`src/rtl/mc_ctrl_if.sv`:
```
// Handshake and datapath-control bundle between the multi-cycle sequencer and the MIPS core.
// master: sequencer side (drives strobes, selects, requests); slave: core/memory side.
// Carries opcode, stall, imem/dmem req/ack, t1..t5, selects, rwe, instret, err/err_code.
interface mc_ctrl_if #(
  parameter int OP_W    = 6,
  parameter int INSTR_W = 32
);
  logic [OP_W-1:0]    op;
  logic               stall;
  logic               imem_req;
  logic               imem_ack;
  logic               dmem_req;
  logic               dmem_ack;
  logic               t1, t2, t3, t4, t5;
  logic               s31, s32, s51, sf, dwe, jwe, ju;
  logic               rwe;
  logic [INSTR_W-1:0] instret;
  logic               err;
  logic [1:0]         err_code;

  modport master (
    input  op, stall, imem_ack, dmem_ack,
    output imem_req, dmem_req, t1, t2, t3, t4, t5,
           s31, s32, s51, sf, dwe, jwe, ju, rwe, instret, err, err_code
  );

  modport slave (
    output op, stall, imem_ack, dmem_ack,
    input  imem_req, dmem_req, t1, t2, t3, t4, t5,
           s31, s32, s51, sf, dwe, jwe, ju, rwe, instret, err, err_code
  );
endinterface

```
`src/rtl/mc_ctrl.sv`:
```
// Multi-cycle MIPS control sequencer: IF/ID/EX/MEM/WB/ERR FSM with req/ack memory phases.
// Latency: beq/j 3, R-type/addi/sw 4, lw 5 cycles at zero wait; each wait/stall cycle adds one.
// Backpressure: imem/dmem ack stretches IF/MEM; stall holds ID/EX/WB with no strobe.
// Ports: clk, rst (sync, active-high), bus (mc_ctrl_if.master: op, stall, acks in;
//   reqs, t1..t5, selects, rwe, instret, err, err_code out).
// Optional MC_CTRL_TIMEOUT_EN: traps to ERR (err_code 10) after TMO_CYC ack-less cycles.
module mc_ctrl #(
  parameter int OP_W    = 6,
  parameter int INSTR_W = 32,
  parameter int TMO_W   = 8,
  parameter int TMO_CYC = 200
) (
  input  logic       clk,
  input  logic       rst,
  mc_ctrl_if.master  bus
);

  typedef enum logic [2:0] {S_IF, S_ID, S_EX, S_MEM, S_WB, S_ERR} state_t;
  // What EX does next, decided at decode time.
  typedef enum logic [1:0] {K_WB, K_MEM, K_RET} kind_t;

  localparam logic [OP_W-1:0] OP_RTYPE = OP_W'(6'h00);
  localparam logic [OP_W-1:0] OP_ADDI  = OP_W'(6'h08);
  localparam logic [OP_W-1:0] OP_LW    = OP_W'(6'h23);
  localparam logic [OP_W-1:0] OP_SW    = OP_W'(6'h2B);
  localparam logic [OP_W-1:0] OP_BEQ   = OP_W'(6'h04);
  localparam logic [OP_W-1:0] OP_J     = OP_W'(6'h02);

  state_t             r_state;
  kind_t              r_kind;
  logic               r_is_lw;
  logic               r_s31, r_s32, r_s51, r_sf, r_dwe, r_jwe, r_ju;
  logic [INSTR_W-1:0] r_instret;
  logic               r_err;
  logic [1:0]         r_err_code;
  logic               w_tmo_hit;

`ifdef MC_CTRL_TIMEOUT_EN
  logic [TMO_W-1:0]   r_tmo;

  // Counts consecutive ack-less cycles in IF/MEM; any ack or other state clears it,
  // so it is always zero on entry to IF or MEM.
  always_ff @(posedge clk) begin
    if (rst) begin
      r_tmo <= '0;
    end else if ((r_state == S_IF && !bus.imem_ack) || (r_state == S_MEM && !bus.dmem_ack)) begin
      r_tmo <= r_tmo + TMO_W'(1);
    end else begin
      r_tmo <= '0;
    end
  end

  // Hit on the TMO_CYC-th waiting cycle; an ack in that same cycle is checked first.
  assign w_tmo_hit = (r_tmo == TMO_W'(TMO_CYC - 1));
`else
  assign w_tmo_hit = 1'b0;
`endif

  always_ff @(posedge clk) begin
    if (rst) begin
      r_state    <= S_IF;
      r_kind     <= K_WB;
      r_is_lw    <= 1'b0;
      r_s31      <= 1'b0;
      r_s32      <= 1'b0;
      r_s51      <= 1'b0;
      r_sf       <= 1'b0;
      r_dwe      <= 1'b0;
      r_jwe      <= 1'b0;
      r_ju       <= 1'b0;
      r_instret  <= '0;
      r_err      <= 1'b0;
      r_err_code <= 2'b00;
    end else begin
      case (r_state)
        S_IF: begin
          if (bus.imem_ack) begin
            r_state <= S_ID;
          end else if (w_tmo_hit) begin
            r_state    <= S_ERR;
            r_err      <= 1'b1;
            r_err_code <= 2'b10;
          end
        end
        S_ID: begin
          if (!bus.stall) begin
            // Clear all decode fields, then set the ones this opcode uses.
            r_state <= S_EX;
            r_kind  <= K_WB;
            r_is_lw <= 1'b0;
            r_s31   <= 1'b0;
            r_s32   <= 1'b0;
            r_s51   <= 1'b0;
            r_sf    <= 1'b0;
            r_dwe   <= 1'b0;
            r_jwe   <= 1'b0;
            r_ju    <= 1'b0;
            case (bus.op)
              OP_RTYPE: begin r_s31 <= 1'b1; r_sf <= 1'b1; r_s51 <= 1'b1; end
              OP_ADDI:  begin r_s31 <= 1'b1; r_s32 <= 1'b1; r_s51 <= 1'b1; end
              OP_LW:    begin r_s31 <= 1'b1; r_s32 <= 1'b1; r_kind <= K_MEM; r_is_lw <= 1'b1; end
              OP_SW:    begin r_s31 <= 1'b1; r_s32 <= 1'b1; r_dwe <= 1'b1; r_kind <= K_MEM; end
              OP_BEQ:   begin r_s32 <= 1'b1; r_jwe <= 1'b1; r_kind <= K_RET; end
              OP_J:     begin r_ju <= 1'b1; r_kind <= K_RET; end
              default: begin
                r_state    <= S_ERR;
                r_err      <= 1'b1;
                r_err_code <= 2'b01;
              end
            endcase
          end
        end
        S_EX: begin
          if (!bus.stall) begin
            case (r_kind)
              K_MEM:   r_state <= S_MEM;
              K_RET: begin
                r_state   <= S_IF;
                r_instret <= r_instret + INSTR_W'(1);
              end
              default: r_state <= S_WB;
            endcase
          end
        end
        S_MEM: begin
          if (bus.dmem_ack) begin
            if (r_is_lw) begin
              r_state <= S_WB;
            end else begin
              r_state   <= S_IF;
              r_instret <= r_instret + INSTR_W'(1);
            end
          end else if (w_tmo_hit) begin
            r_state    <= S_ERR;
            r_err      <= 1'b1;
            r_err_code <= 2'b10;
          end
        end
        S_WB: begin
          if (!bus.stall) begin
            r_state   <= S_IF;
            r_instret <= r_instret + INSTR_W'(1);
          end
        end
        default: r_state <= S_ERR;
      endcase
    end
  end

  // Requests and strobes are state decodes qualified by ack/stall; rst masks them so an
  // aborted phase never strobes and imem_req only rises once rst is low.
  assign bus.imem_req = !rst && (r_state == S_IF);
  assign bus.dmem_req = !rst && (r_state == S_MEM);
  assign bus.t1       = bus.imem_req && bus.imem_ack;
  assign bus.t2       = !rst && (r_state == S_ID) && !bus.stall;
  assign bus.t3       = !rst && (r_state == S_EX) && !bus.stall;
  assign bus.t4       = bus.dmem_req && bus.dmem_ack;
  assign bus.t5       = !rst && (r_state == S_WB) && !bus.stall;
  assign bus.rwe      = bus.t5;

  assign bus.s31      = r_s31;
  assign bus.s32      = r_s32;
  assign bus.s51      = r_s51;
  assign bus.sf       = r_sf;
  assign bus.dwe      = r_dwe;
  assign bus.jwe      = r_jwe;
  assign bus.ju       = r_ju;
  assign bus.instret  = r_instret;
  assign bus.err      = r_err;
  assign bus.err_code = r_err_code;

endmodule

```
`src/flat_wrapper.sv`:
```
// flat-port wrapper written by rule: the top's interface ports become plain ports
module mc_ctrl_flat 
#(
  parameter int OP_W    = 6,
  parameter int INSTR_W = 32,
  parameter int TMO_W   = 8,
  parameter int TMO_CYC = 200
)
  (clk, rst, bus_op, bus_stall, bus_imem_ack, bus_dmem_ack, bus_imem_req, bus_dmem_req, bus_t1, bus_t2, bus_t3, bus_t4, bus_t5, bus_s31, bus_s32, bus_s51, bus_sf, bus_dwe, bus_jwe, bus_ju, bus_rwe, bus_instret, bus_err, bus_err_code);
  mc_ctrl_if #(.OP_W(OP_W), .INSTR_W(INSTR_W)) bus_i ();
  input  logic clk;
  input  logic rst;
  input wire logic [$bits(bus_i.op)-1:0] bus_op;
  input wire logic [$bits(bus_i.stall)-1:0] bus_stall;
  input wire logic [$bits(bus_i.imem_ack)-1:0] bus_imem_ack;
  input wire logic [$bits(bus_i.dmem_ack)-1:0] bus_dmem_ack;
  output wire logic [$bits(bus_i.imem_req)-1:0] bus_imem_req;
  output wire logic [$bits(bus_i.dmem_req)-1:0] bus_dmem_req;
  output wire logic [$bits(bus_i.t1)-1:0] bus_t1;
  output wire logic [$bits(bus_i.t2)-1:0] bus_t2;
  output wire logic [$bits(bus_i.t3)-1:0] bus_t3;
  output wire logic [$bits(bus_i.t4)-1:0] bus_t4;
  output wire logic [$bits(bus_i.t5)-1:0] bus_t5;
  output wire logic [$bits(bus_i.s31)-1:0] bus_s31;
  output wire logic [$bits(bus_i.s32)-1:0] bus_s32;
  output wire logic [$bits(bus_i.s51)-1:0] bus_s51;
  output wire logic [$bits(bus_i.sf)-1:0] bus_sf;
  output wire logic [$bits(bus_i.dwe)-1:0] bus_dwe;
  output wire logic [$bits(bus_i.jwe)-1:0] bus_jwe;
  output wire logic [$bits(bus_i.ju)-1:0] bus_ju;
  output wire logic [$bits(bus_i.rwe)-1:0] bus_rwe;
  output wire logic [$bits(bus_i.instret)-1:0] bus_instret;
  output wire logic [$bits(bus_i.err)-1:0] bus_err;
  output wire logic [$bits(bus_i.err_code)-1:0] bus_err_code;
  assign bus_i.op = bus_op;
  assign bus_i.stall = bus_stall;
  assign bus_i.imem_ack = bus_imem_ack;
  assign bus_i.dmem_ack = bus_dmem_ack;
  assign bus_imem_req = bus_i.imem_req;
  assign bus_dmem_req = bus_i.dmem_req;
  assign bus_t1 = bus_i.t1;
  assign bus_t2 = bus_i.t2;
  assign bus_t3 = bus_i.t3;
  assign bus_t4 = bus_i.t4;
  assign bus_t5 = bus_i.t5;
  assign bus_s31 = bus_i.s31;
  assign bus_s32 = bus_i.s32;
  assign bus_s51 = bus_i.s51;
  assign bus_sf = bus_i.sf;
  assign bus_dwe = bus_i.dwe;
  assign bus_jwe = bus_i.jwe;
  assign bus_ju = bus_i.ju;
  assign bus_rwe = bus_i.rwe;
  assign bus_instret = bus_i.instret;
  assign bus_err = bus_i.err;
  assign bus_err_code = bus_i.err_code;
  mc_ctrl #(.OP_W(OP_W), .INSTR_W(INSTR_W), .TMO_W(TMO_W), .TMO_CYC(TMO_CYC)) u_core (.clk(clk), .rst(rst), .bus(bus_i));
endmodule
```
`config.mk`:
```
export PLATFORM = sky130hd
export DESIGN_NAME = mc_ctrl_flat
export DESIGN_NICKNAME = d
export VERILOG_FILES = /design/src/rtl/mc_ctrl_if.sv /design/src/rtl/mc_ctrl.sv /design/src/flat_wrapper.sv
export SDC_FILE = /design/constraint.sdc
export NUM_CORES = 1
export LEC_CHECK = 0
export ABC_AREA = 1
export CAP_MARGIN = 20
export CORE_MARGIN = 2
export CORE_UTILIZATION = 55
export DETAILED_ROUTE_END_ITERATION = 16
export GPL_TIMING_DRIVEN = 0
export PLACE_DENSITY = 0.92
export SLEW_MARGIN = 20
export SYNTH_ARGS = -nofsm -noshare
export SYNTH_HDL_FRONTEND = slang
export SYNTH_SLANG_ARGS = --single-unit
```
`constraint.sdc`:
```
create_clock -name clk -period 2.8 [get_ports clk]
set_input_delay 0.56 -clock clk [delete_from_list [all_inputs] [get_ports clk]]
set_output_delay 0.56 -clock clk [all_outputs]
set_load 0.01 [all_outputs]
```
Word level (Yosys, flattened, before mapping)
Cells that the tools add are included.
{"block": "classes", "bitwise_logic": 2, "n_addsub": 1, "n_mul": 0, "div": 0, "n_lt_le_gt_ge": 0, "n_shift": 0, "n_eq_ne": 18, "reduce_logical": 25, "mux": 24}
{"cell": "2-to-1 mux 32 bit", "n": 5}
{"cell": "one-hot mux 32 bit (3 select lines)", "n": 1}
{"cell": "adder 32 x 1 -> 32 bit, second input constant", "n": 1}
{"cell": "2-to-1 mux 3 bit", "n": 7}
{"cell": "one-hot mux 3 bit (5 select lines)", "n": 1}
{"cell": "!= test 2 bit, second input constant", "n": 7}
{"cell": "== test 6 bit, second input constant", "n": 2}
{"cell": "logical AND 1 bit", "n": 10}
{"cell": "2-to-1 mux 1 bit", "n": 8}
{"cell": "OR reduction 4 bit", "n": 2}
{"cell": "== test 3 x 2 -> 1 bit, second input constant", "n": 2}
{"cell": "== test 6 x 2 -> 1 bit, second input constant", "n": 1}
{"cell": "== test 6 x 3 -> 1 bit, second input constant", "n": 1}
{"cell": "== test 6 x 4 -> 1 bit, second input constant", "n": 1}
{"cell": "logical NOT 6 bit", "n": 1}
{"cell": "one-hot mux 3 bit (2 select lines)", "n": 1}
{"cell": "AND reduction 6 bit", "n": 1}
{"cell": "OR reduction 2 bit", "n": 3}
{"cell": "OR reduction 6 bit", "n": 1}
{"cell": "AND reduction 5 bit", "n": 1}
{"cell": "one-hot mux 2 bit (2 select lines)", "n": 1}
{"cell": "== test 3 x 1 -> 1 bit, second input constant", "n": 1}
{"cell": "== test 3 bit, second input constant", "n": 1}
{"cell": "logical NOT 3 bit", "n": 1}
{"cell": "7 further kinds", "n": 9}
{"block": "totals", "mem_bits_ro": 0, "memories": 0, "wordCells": 82, "output_inout_bits": 50, "inputBits": 11, "latch_bits": 0, "mem_bits_rw": 0, "regBits": 46}

Longest topological paths before layout
{"block": "depth", "depth_word": 5, "mapped_depth": 12, "depth_no_buf": 11}

Worst setup path before layout
Ideal clock, no wire load.
{"block": "synth_path", "path_kind": "input port to output port", "from": "input rst", "to": "output bus_t5", "path_slack_ns": 0.677, "path_buffers": 2, "arrival_ns": 1.563, "stages": 5, "required_time_ns": 2.240, "cell_sequence": "clkbuf_1 > clkinv_1 > nand2_1 > nor4_1 > buf_4"}
{"block": "synth_between", "elab_chain_cells": 3}
{"item": "start, declared", "line_no": "flat_wrapper.sv:12", "text": "input logic rst;"}
{"item": "logical NOT 1 bit", "line_no": "mc_ctrl.sv:158", "text": "assign bus.t5 = !rst && (r_state == S_WB) && !bus.stall;"}
{"item": "logical AND 1 bit (2 in series)", "line_no": "mc_ctrl.sv:158"}
{"item": "end, declared", "line_no": "flat_wrapper.sv:23", "text": "output wire logic [$bits(bus_i.t5)-1:0] bus_t5;"}
No other way between the ends.

Worst setup path after layout
{"block": "layout_path", "from": "input bus_stall", "to": "output bus_t5"}
{"block": "layout_between", "elab_chain_cells": 2}
{"item": "start, declared", "line_no": "flat_wrapper.sv:14", "text": "input wire logic [$bits(bus_i.stall)-1:0] bus_stall;"}
{"item": "logical NOT 1 bit"}
{"item": "logical AND 1 bit", "line_no": "mc_ctrl.sv:158"}
No other way between the ends.

==> summary.md <==
| Metric | Value |
|---|---|
| Initial core utilization | 56.2% |
| Net switching share of the total power | 36.9% |
| Via count | 3,168 |
| Net count of the finished layout | 541 |
| Placeable core area | 5040 um2 |
| Worst Max-Slew Pin Slew | 0.595 ns |
| Min-delay worst type | reg -> reg |
| Synthesized-area fraction occupied by adder cells | 1.32% |
| Avg Cell Area, Syn | 6.13 um2 |
| Reported max-cap violation count | 0 |
| Average routed wire per standard cell | 12.6 um |
| Cell variety after synth | 32 |
| Number of global-route vias before repair | 2,869 |
| Pin count of the biggest net entering global routing | 14 |
| Clock slew seen by the registers of the worst setup and hold paths | 0.08 ns |
| Data arrival time of the worst path | 2.13 ns |
| Setup crit end kind | output pin |
| Clk_lat worst skew | 0.30 ns |
| Met3 Wirelength | 519 um |
| Outcome | finished clean |
| Final-report hold violation count | 0 |
| Stage delay of the slowest cell on the critical path | 0.52 ns |
| Area fraction in compound gates after synthesis | 9.93% |
| Critical-path top delay cell | clkdlybuf4s50_1 |
| Setup WS pre-CTS | 0.0313 ns |
| HPWL after detailed placement | 5720 um |
| Cell chosen for the clock root | clkbuf_8 |
| Vert. Die Dim | 75.8 um |
| Highest clock frequency the design can meet | 0.371 GHz |
| Most numerous cell on the critical path | clkdlybuf4s50_1 |
| Internal power | 1.21 mW |
| Data required time at the worst endpoint | 2.24 ns |
| Final routed DRC violation total | 0 |
| Number of setup buffers added after CTS | 0 |
| Gr ovfl total | 0 |
| Count of yosys warnings during synthesis | 0 |
| Number of register bits inferred by synthesis | 46 |
| Avg Vias per Cell | 5.30 |
| Wire length on met2 | 3780 um |
| Period utilization | 96.2% |
| Final Worst Setup Slack | 0.105 ns |
| Die area | 5740 um2 |
| Core Rows | 26 |
| Post-synthesis cell area | 2830 um2 |
| Setup repair after global routing missed its margin | no |
| Parity-gate share of the synthesized area counting xor and xnor cells | 2.47% |
| GRT Overall Usage | 27.4% |
| M1 WL | 3080 um |
| Clock network power share | 22.5% |
| Number of antenna violations at the first check in global routing | 0 |
| Crit path cell chain | clkdlybuf4s50_1 > inv_1 > nand2_1 > nor4_2 > buf_4 > clkdlybuf4s50_1 |
| Wire length of the first global-routing pass | 12,200 um |
| Global placement routability congestion | 0.964 |
| H-tree Lvls | 2 |
| Relative contribution of sequential cells to total power | 40.0% |
| Period minus WS final | 2.69 ns |
| Power per unit of standard cell area | 530 nW/um2 |
| Static leakage power | 1.43 nW |
| Relative slew margins | 60.3% |
| Power spent charging and discharging nets | 703 uW |
| Clock net sink count | 46 |
| Setup TNS Final | 0 ns |
| Clock Path Buffers | 2 |
| Final WL | 7520 um |
| Ports placed on the boundary | 61 |
| Total buffers and inverters traversed by the critical path | 4 |
| Proportion of power drawn by combinational gates | 37.5% |
| Worst Clk Skew | 0.00860 ns |
| Critical path start-end classification | in -> out |
| Setup crit start kind | primary input |
| Worst R2R Setup Slack | 0.95 ns |
| Worst path top cell family by delay | buffers and inverters |
| Number of I/O port buffers | 58 |
| Highest metal layer with signal wires | met4 |
| Number of slew-limit violations in the final report | 0 |
| Share of synthesized flip-flops with an asynchronous set or reset | 0% |
| Syn Inst Count | 462 |
| DRT iter0 DRCs | 231 |
| Total setup violations reported at the end of the flow | 0 |
| Clock tree from TritonCTS | yes |
| Filler cell count | 439 |
| Drt pass-1 iters | 6 |
| Number of buffers inserted during clock tree synthesis | 5 |
| Multiplexer area fraction after synthesis | 0% |
| Syn Nets | 476 |
| Number of enable flip-flop cells after synthesis | 0 |
| Die width | 75.8 um |
| Number of antenna-violating nets in the routed design | 0 |
| Layout area overhead | 27.0% |
| Power, Total | 1.91 mW |
| Combinational family with the most area after synthesis | simple AND/OR/NAND/NOR gates |
| Count of antenna diodes in the layout | 0 |
| Area share of and/or/nand/nor cells after synthesis | 42.7% |
| Peak ir drop on the vdd network | 428 uV |
| Fraction of layout instances using a drive strength above 1 | 7.58% |
| Maximum fanout encountered on the critical timing path | 4 |
| Primary flip-flop cell chosen by synthesis mapping | dfxtp_1 |
| Sequential-to-total area share from yosys stat | 32.5% |
-- per-layer routing --
layer	vias up	track usage (%)
met3	18	5.42
met2	141	49.0
li1	1579	-
met5	-	0
met1	1430	32.7
met4	0	8.77
-- cell usage in the layout, fill, tap and decap left out, types with 6 or more instances in the layout --
cell and count:
buf_6 6, nor2_2 13, clkdlybuf4s50_1 58, dfxtp_1 46, inv_1 48, clkbuf_1 6
a21oi_1 27, nor2_1 73, nand3_1 30, clkbuf_8 6, nand2_1 148, o21ai_0 13
-- power groups by stage --
stage / registers (mW) / clock network [mW] / logic, mW
CTS: 0.764 / 0.426 / 0.708
finish: 0.764 / 0.430 / 0.715
detailed placement: 0.778 / 0 / 0.705
global placement: 0.774 / 0 / 0.683
global route: 0.770 / 0.454 / 0.793
floorplan: 0.785 / 0 / 0.442
-- layout make-up --
cell class	count	area, um2	area share [%]
plain buffers	16	121	3.37
clock buffers	7	86.3	2.40
clock inverters	1	5.00	0.139
inverters	50	188	5.21
multi-input cells	350	1610	44.7
flip-flops and latches	46	921	25.6
well taps	70	87.6	2.43
repair buffers	58	581	16.1
-- tightest hold or removal path, stage by stage, from the launching register on --
cell and delay (ns):
dfxtp_1 0.33, o21ai_0 0.09, inv_1 0.05
-- sequential cells by signal, summed over array words and instances (netlist names) --
register / count
u_core.r_is_lw: 1
u_core.bus.s51: 1
u_core.r_state: 3
u_core.bus.sf: 1
u_core.bus.err: 1
u_core.bus.dwe: 1
u_core.bus.s31: 1
u_core.bus.instret: 32
u_core.r_kind: 2
u_core.bus.s32: 1
u_core.bus.ju: 1
u_core.bus.jwe: 1
-- through the flow --
| stage | hold slack [ns] | cell area (um2) | utilization [%] | cells |
|---|---|---|---|---|
| finish | 0.495 | 3600 | 71.4 | 598 |
| global route | 0.522 | 3600 | 71.4 | 598 |
| CTS | 0.503 | 3590 | 71.3 | 598 |
| detailed placement | 0.478 | 3500 | 69.5 | 590 |
| global placement | 0.472 | 3500 | 69.5 | 590 |
| floorplan | 0.465 | 2830 | - | 462 |
-- synth_stat cells, drive strengths merged (5+ instances only) --
master | count | area share (%)
a21oi | 28 | 5.1
nor3 | 5 | 0.88
dfxtp | 46 | 32
o21ai | 15 | 2.6
buf | 11 | 3.6
clkbuf | 5 | 0.66
inv | 49 | 6.5
nor2 | 87 | 13
nand3 | 32 | 6.0
nand2 | 151 | 20
nand4 | 5 | 1.1
-- logic make-up after synthesis --
family / Yosys count
compound gates: 52
fa+ha+maj: 3
buf+inv: 66
other cells: 1
simple gates: 286
xor+xnor: 8
flops: 46
-- worst paths after layout --
path | from | end | cells past startpoint
setup reg to reg | u_core.bus.instret[0] | u_core.bus.instret[22] | 10
hold reg to reg | u_core.bus.jwe | u_core.bus.jwe | 2
hold / removal | u_core.bus.jwe | u_core.bus.jwe | 2
setup / recovery | bus_stall | bus_t5 | 6
-- timing repair --
action / in CTS / in global routing
hold buffers: 0 / 0
gates resized for setup: 0 / 1
endpoints found under the setup margin: 0 / 1
Power figures use the tool's default switching activity.
